File: src/rtl/ysyx_23060025_wbu.sv
// Write-back stage: latches the LSU bundle, commits GPR/CSR updates in one COMMIT cycle,
// and owns the machine-mode CSR file plus the mcycle/minstret counters.
module ysyx_23060025_wbu #(
  parameter int                DATA_LEN  = 32,
  parameter int                ADDR_LEN  = 32,
  parameter logic [DATA_LEN-1:0] MTVEC_RST = 32'h0
) (
  input  logic                clock,
  input  logic                reset,
  input  logic                lsu_valid_i,
  output logic                wb_ready_o,
  input  logic                wd_i,
  input  logic [4:0]          wreg_i,
  input  logic [DATA_LEN-1:0] wdata_i,
  input  logic [2:0]          csr_type_i,
  input  logic [11:0]         csr_addr_i,
  input  logic [DATA_LEN-1:0] csr_wdata_i,
  input  logic [ADDR_LEN-1:0] pc_i,
  output logic                reg_wen_o,
  output logic [4:0]          reg_waddr_o,
  output logic [DATA_LEN-1:0] reg_wdata_o,
  input  logic [11:0]         csr_raddr_i,
  output logic [DATA_LEN-1:0] csr_rdata_o,
  output logic                wb_valid_o,
  output logic                redirect_o,
  output logic [ADDR_LEN-1:0] redirect_pc_o
);

  typedef enum logic {WB_IDLE, WB_COMMIT} wb_state_t;

  localparam logic [2:0] CSR_WRITE = 3'b001;
  localparam logic [2:0] CSR_ECALL = 3'b010;
  localparam logic [2:0] CSR_MRET  = 3'b011;

  wb_state_t state, state_next;

  logic                wd_p0;
  logic [4:0]          wreg_p0;
  logic [DATA_LEN-1:0] wdata_p0;
  logic [2:0]          csr_type_p0;
  logic [11:0]         csr_addr_p0;
  logic [DATA_LEN-1:0] csr_wdata_p0;
  logic [ADDR_LEN-1:0] pc_p0;

  logic [DATA_LEN-1:0] mstatus, mtvec, mepc, mcause;
  logic [63:0]         mcycle, minstret;

  logic commit, capture, is_ecall, is_mret;

  always_ff @(posedge clock) begin
    if (reset) state <= WB_IDLE;
    else       state <= state_next;
  end

  always_comb begin
    state_next = state;
    case (state)
      WB_IDLE:   if (lsu_valid_i) state_next = WB_COMMIT;
      WB_COMMIT: state_next = WB_IDLE;
      default:   state_next = WB_IDLE;
    endcase
  end

  assign capture  = !reset && (state == WB_IDLE) && lsu_valid_i;
  assign commit   = !reset && (state == WB_COMMIT);
  assign is_ecall = csr_type_p0 == CSR_ECALL;
  assign is_mret  = csr_type_p0 == CSR_MRET;

  // ---- stage p0: bundle capture (data only, no reset) ----
  always_ff @(posedge clock) begin
    if (capture) begin
      wd_p0        <= wd_i;
      wreg_p0      <= wreg_i;
      wdata_p0     <= wdata_i;
      csr_type_p0  <= csr_type_i;
      csr_addr_p0  <= csr_addr_i;
      csr_wdata_p0 <= csr_wdata_i;
      pc_p0        <= pc_i;
    end
  end

  // ---- commit: CSR file and counters update at the end of COMMIT ----
  always_ff @(posedge clock) begin
    if (reset) begin
      mstatus  <= DATA_LEN'(32'h1800);
      mtvec    <= MTVEC_RST;
      mepc     <= '0;
      mcause   <= '0;
      mcycle   <= '0;
      minstret <= '0;
    end else begin
      mcycle   <= mcycle + 64'd1;
      minstret <= minstret + {63'd0, commit};
      if (commit) begin
        if (csr_type_p0 == CSR_WRITE) begin
          case (csr_addr_p0)
            12'h300: mstatus <= csr_wdata_p0;
            12'h305: mtvec   <= csr_wdata_p0;
            12'h341: mepc    <= csr_wdata_p0;
            12'h342: mcause  <= csr_wdata_p0;
            default: ;
          endcase
        end else if (is_ecall) begin
          mepc   <= DATA_LEN'(pc_p0);
          mcause <= DATA_LEN'(11);
        end
      end
    end
  end

  always_comb begin
    csr_rdata_o = '0;
    case (csr_raddr_i)
      12'h300: csr_rdata_o = mstatus;
      12'h305: csr_rdata_o = mtvec;
      12'h341: csr_rdata_o = mepc;
      12'h342: csr_rdata_o = mcause;
      12'hB00: csr_rdata_o = DATA_LEN'(mcycle[31:0]);
      12'hB80: csr_rdata_o = DATA_LEN'(mcycle[63:32]);
      12'hB02: csr_rdata_o = DATA_LEN'(minstret[31:0]);
      12'hB82: csr_rdata_o = DATA_LEN'(minstret[63:32]);
      12'hF11: csr_rdata_o = DATA_LEN'(32'h79737978);
      12'hF12: csr_rdata_o = DATA_LEN'(32'h015FDE39);
      default: csr_rdata_o = '0;
    endcase
  end

  assign wb_ready_o  = !reset && (state == WB_IDLE);
  assign wb_valid_o  = commit;
  assign reg_wen_o   = commit && wd_p0 && (wreg_p0 != 5'd0);
  assign reg_waddr_o = wreg_p0;
  assign reg_wdata_o = wdata_p0;
  assign redirect_o  = commit && (is_ecall || is_mret);

  always_comb begin
    redirect_pc_o = '0;
    if (commit && is_ecall)     redirect_pc_o = ADDR_LEN'(mtvec);
    else if (commit && is_mret) redirect_pc_o = ADDR_LEN'(mepc);
  end

`ifndef SYNTHESIS
  // A new bundle while committing would be silently dropped.
  always @(posedge clock) begin
    if (!reset && state == WB_COMMIT) assert (!lsu_valid_i);
  end
`endif

endmodule

File: config.mk
export PLATFORM = sky130hd
export DESIGN_NAME = ysyx_23060025_wbu
export DESIGN_NICKNAME = d
export VERILOG_FILES = /design/src/rtl/ysyx_23060025_wbu.sv
export SDC_FILE = /design/constraint.sdc
export NUM_CORES = 1
export LEC_CHECK = 0
export ABC_CLOCK_PERIOD_IN_PS = 14400
export CAP_MARGIN = 10
export CORE_UTILIZATION = 35
export CTS_BUF_LIST = sky130_fd_sc_hd__clkbuf_16
export CTS_CLUSTER_DIAMETER = 50
export DETAILED_ROUTE_END_ITERATION = 12
export GPL_ROUTABILITY_DRIVEN = 0
export SYNTH_ARGS = -nofsm -noshare
export SYNTH_HDL_FRONTEND = slang
export SYNTH_SLANG_ARGS = --single-unit
File: constraint.sdc
create_clock -name clock -period 14.4 [get_ports clock]
set_clock_uncertainty 0.05 [all_clocks]
set_input_delay 2.88 -clock clock [delete_from_list [all_inputs] [get_ports clock]]
set_output_delay 2.88 -clock clock [all_outputs]
set_load 0.1 [all_outputs]
-- Word level (Yosys, flattened, before mapping)
Cells that the tools add are included.
W data, S select, Z words.
- register bits after elaboration: 374
- input bits: 132
- output and inout port bits: 105
- $add $sub $neg: 2
- equality and inequality tests: 19
- multiplexer cells: 11
- bitwise logic cells: 1
- reduce and logical (&&, ||, !) cells: 16
- operators with widths (operator ; count):
    $pmux W32 S10 ; 1
    $mux W32 ; 8
    $eq A12 B10 Y1 const B ; 8
    $eq A12 B12 Y1 const B ; 6
    $add A64 B1 Y64 ; 1
    $add A64 B1 Y64 const B ; 1
    $reduce_and A3 Y1 ; 4
    $logic_and A1 B1 Y1 ; 8
    $eq A3 B2 Y1 const B ; 2
    $reduce_bool A5 Y1 ; 1
    $ne A2 B1 Y1 const B ; 2
    $eq A3 B1 Y1 const B ; 1
    $pmux W1 S2 ; 1
    $reduce_bool A2 Y1 ; 1
    $logic_not A1 Y1 ; 1
    $logic_or A1 B1 Y1 ; 1
    $mux W1 ; 1
    $not A1 Y1 ; 1

-- Logic depth before layout (Yosys ltp)
- depth after elaboration: 5
- gate-level depth with buffers: 11
- mapped depth without buffers: 9

-- Least setup slack after synthesis
OpenSTA, ideal clock, no wires.
- path type: input -> output
- from: in reset
- to: out redirect_pc_o[10]
- arrival: 5.158 ns
- required time: 11.470 ns
- setup slack: 6.312 ns
- stages on the path: 6
- buffers on the path: 2
- path through: clkbuf_1 -> nand2b_1 -> nor2_1 -> nand2_1 -> clkbuf_1 -> nor2_1
- cells in the longest elaborated chain, start to end: 5
- elaborated cells on any way between the ends: 6
- those cells by class: mux (2); reduce/logical (4)
- RTL lines (what ; RTL line ; source):
    start: declaration ; 9 ; input logic reset,
    $logic_not A1 Y1 * ; 65 ; assign commit = !reset && (state == WB_COMMIT);
    $logic_and A1 B1 Y1 * ; 65 ;
    $logic_and A1 B1 Y1 ; 138 ; else if (commit && is_mret) redirect_pc_o = ADDR_LEN'(mepc);
    $mux W32 ; 138 ;
    $mux W32 * ; 137 ; if (commit && is_ecall) redirect_pc_o = ADDR_LEN'(mtvec);
    end: declaration ; 26 ; output logic [ADDR_LEN-1:0] redirect_pc_o
Mark *: on every way between the ends. The rest lies on a longest branch, timed or not.

-- Worst setup path in the final report
- from: in csr_raddr_i[0]
- to: out csr_rdata_o[30]
- cells in the longest elaborated chain, start to end: 2
- elaborated cells on any way between the ends: 11
- those cells by class: eq/ne (10); mux (1)
- RTL lines (what ; RTL line ; source):
    start: declaration ; 22 ; input logic [11:0] csr_raddr_i,
    $eq A12 B12 Y1 or $eq A12 B10 Y1 (tied branches) ; 113 ; case (csr_raddr_i)
    $pmux W32 S10 * ; 113 ;
    end: declaration ; 23 ; output logic [DATA_LEN-1:0] csr_rdata_o,
Marked as above.

==> results.md <==
* Slew Limit Fails at 0
* PD cells at ~120 nW/um2
* Global-route wire length before repair at 85280 um
* Main synth FF type: dfxtp_1
* Vias in the first global route at approximately 14000
* Sink Count at about 370
* FF+latch count, synth at between 300 and 400
* Seq/Total Area, Yosys at 51.58%
* Number of setup violations in the final report at 0
* Avg Inst Size Synth at ~9.6 um2
* Nets@finish at around 2100
* CP endpoint kind: output port
* Synth top area cells: dfxtp_1 (31%), edfxtp_1 (21%), a21oi_1 (5.4%), nand2_1 (4.9%), mux2i_1 (3.8%)
* Fmax at 98.28 MHz
* Post-cts repair resize count at 0
* Setup WS pre-CTS at about 4.3 ns
* Worst-Margin Slew at 1.227 ns
* Avg WL per Cell at around 21 um
* Syn_nets at approximately 1900
* Post-CTS Setup Inserts at 0
* Count leader, synth: dfxtp_1
* Hold Startpoint: mstatus[8]
* CTS tree: yes
* Power Total at ~0.0025 W
* Yosys top cell area share at between 30% and 40%
* Drt drc at 0
* # hold bufs at CTS at 0
* IO Port Bufs at approximately 240
* Worst-Skew Late Latency at ~0.58 ns
* Number of cells on the worst hold path at 2
* Rows at between 70 and 80
* Initial core utilization at 35.75%
* Vias per cell at ~5.7
* Die width at about 220 um
* Yosys warnings at 0
* Total track usage at between 20% and 30%
* Final worst-path cycle share at between 70% and 80%
* Initial antenna violation count at 0
* Hold Path End: mstatus[8]
* Final setup margin at ~4.2 ns
* Post-Place Cells at about 2500
* Area of the mapped netlist at 16790 um2
* Unrepaired setup endpoints after global routing: false
* Fin cells at 2600
* Drt total wl at around 56000 um
* Cells on worst reg2reg path at 9
* Final hold vios at 0
* Number of flops mapped to enable cells by yosys at around 120
* Htree depth at 2
* # fillers at 4409
* Worst vdd ir at between 0.08 and 0.09 mV
* Area delta synth->final at 26.95%
* CTS root buffer: clkbuf_16
* Critical Path Source Type: input port
* DRT iter0 DRCs at about 1600
* Post-synth top cells: dfxtp_1 (257), nand2_1 (218), a21oi_1 (182)
* Capturing point of the worst reg2reg path: minstret[58]
* Largest net degree at the start of global routing at between 100 and 150
* Yosys top cell by area: dfxtp_1
* Hold Crit Class: reg -> reg
* Final HPWL DP at 39710 um
* Yosys cell types at 68
* CTS Buf Count at 45
* Leakage at around 7 nW
* Die area at around 50000 um2
* Layout cells sized above 1 at ~7.7%
* Reg2reg start: state
* Synth async-reset ratio at 0%
* Worst-path clk slew at about 0.06 ns
* Post-Syn Instances at approximately 1800
* WS Path Type: in -> out
* Critical Path RT at roughly 11 ns
* Slew margin rel. at between 10% and 20%
* Min cycle time layout at slightly above 10 ns
* Ports at 237
* Worst EP arrival at 7.24 ns
* Status: complete, no violations
* Setup Total Neg Slack at 0 ns
* Core ar. at approximately 47000 um2
* Crit Path Max Fanout at 18
* Die H at approximately 220 um
* Longest Clk Path Bufs at 3
* Max_cap viols at 0
* Initial DRT Pass Iterations at 8
* Vias at roughly 15000
* Flop-to-flop setup slack at between 10 and 15 ns
* Antenna Cells at 0
* Antenna-violating nets left at 0
* Remaining Overflow, GRT at 0
stage by stage:
stage | instance area (um2) | util, % | hold WS, ns
4_1_cts | 21310 | 45.38 | 0.4027
2_1_floorplan | 16790 | - | 0.3813
5_1_grt | 21310 | 45.39 | 0.4162
6_report | 21310 | 45.39 | 0.4036
3_5_place_dp | 19700 | 41.96 | 0.3948
3_3_place_gp | 19700 | 41.96 | 0.3898
worst max-delay path, cell delays in order:
cell,delay (ns)
clkdlybuf4s50_1,0.54
nor4_2,0.39
buf_4,0.30
nand2_1,0.39
nor2_2,1.07
a222oi_1,0.23
nand3b_1,0.26
clkdlybuf4s50_1,1.17
sequential cells by signal, indices dropped and copies added, names as in the netlist:
signal / flops
mstatus: 32
csr_type_p0: 3
wd_p0: 1
csr_wdata_p0: 32
mcause: 32
minstret: 64
reg_wdata_o: 32
mtvec: 32
mcycle: 64
csr_addr_p0: 12
state: 1
reg_waddr_o: 5
pc_p0: 32
mepc: 32
per-layer routing:
layer  track usage [%]  wire [um]
met5                 0          0
met4             7.737       1529
met3             4.183       4996
met2             34.75      25010
met1             30.92      24170
power by group:
group          internal (W)  leakage (nW)  total, W  switching, W
Clock              0.000732         0.810   0.00121      0.000480
Sequential          0.00111          3.16   0.00112     0.0000104
Combinational     0.0000491          3.09  0.000126     0.0000774
Total               0.00189          7.06   0.00246      0.000568
cell families (layout without fill, tap and decap cells):
| family | Yosys count | count (layout) | share of synthesized area, % |
|---|---|---|---|
| buffers and inverters | 130 | 366 | 3.347 |
| XOR/XNOR | 74 | 74 | 3.861 |
| flip-flops | 374 | 374 | 51.58 |
| AND/OR/NAND/NOR | 718 | 718 | 22.29 |
| AO/OA/AOI/OAI | 394 | 394 | 14.88 |
| adder cells (fa/ha/maj) | 3 | 3 | 0.2236 |
| multiplexers | 64 | 64 | 3.816 |
placed cells by master, fill, tap and decap left out, types with 11 or more instances in the layout:
cell	synthesis	routed
nor4_1	15	13
a21oi_1	182	182
nor2_1	151	150
edfxtp_1	117	117
a222oi_1	18	18
a211oi_1	43	43
nand2_1	218	218
clkdlybuf4s50_1	0	235
inv_1	16	19
dfxtp_1	257	257
or4_1	11	11
o21ai_0	39	39
buf_4	12	29
nand4_1	51	51
nor3_1	34	33
a22oi_1	65	65
and3_1	14	13
nand3_1	99	99
xor2_1	48	48
clkbuf_16	0	51
xnor2_1	26	26
or3_1	41	41
mux2i_1	64	64
area by class of cell:
cell class | instances | area, um2 | area share (%)
Inverter | 16 | 60.06 | 0.2818
Timing Repair Buffer | 266 | 2586 | 12.14
Sequential cell | 374 | 8658 | 40.63
Clock inverter | 33 | 326.6 | 1.532
Tap cell | 607 | 759.5 | 3.564
Multi-Input combinational cell | 1253 | 7644 | 35.87
Clock buffer | 51 | 1276 | 5.989
how the worst max path moves through the flow:
stage,start,to,slack (ns),depth (start not counted)
6_report,csr_raddr_i[0],csr_rdata_o[30],4.23,8
5_1_grt,csr_raddr_i[0],csr_rdata_o[17],4.13,8
4_1_cts,csr_raddr_i[0],csr_rdata_o[30],4.32,8
3_5_place_dp,csr_raddr_i[0],csr_rdata_o[17],4.34,8
3_3_place_gp,csr_raddr_i[0],csr_rdata_o[3],4.41,8
2_1_floorplan,reset,redirect_pc_o[10],6.31,6
No activity file was read; power rests on OpenSTA's default activity.
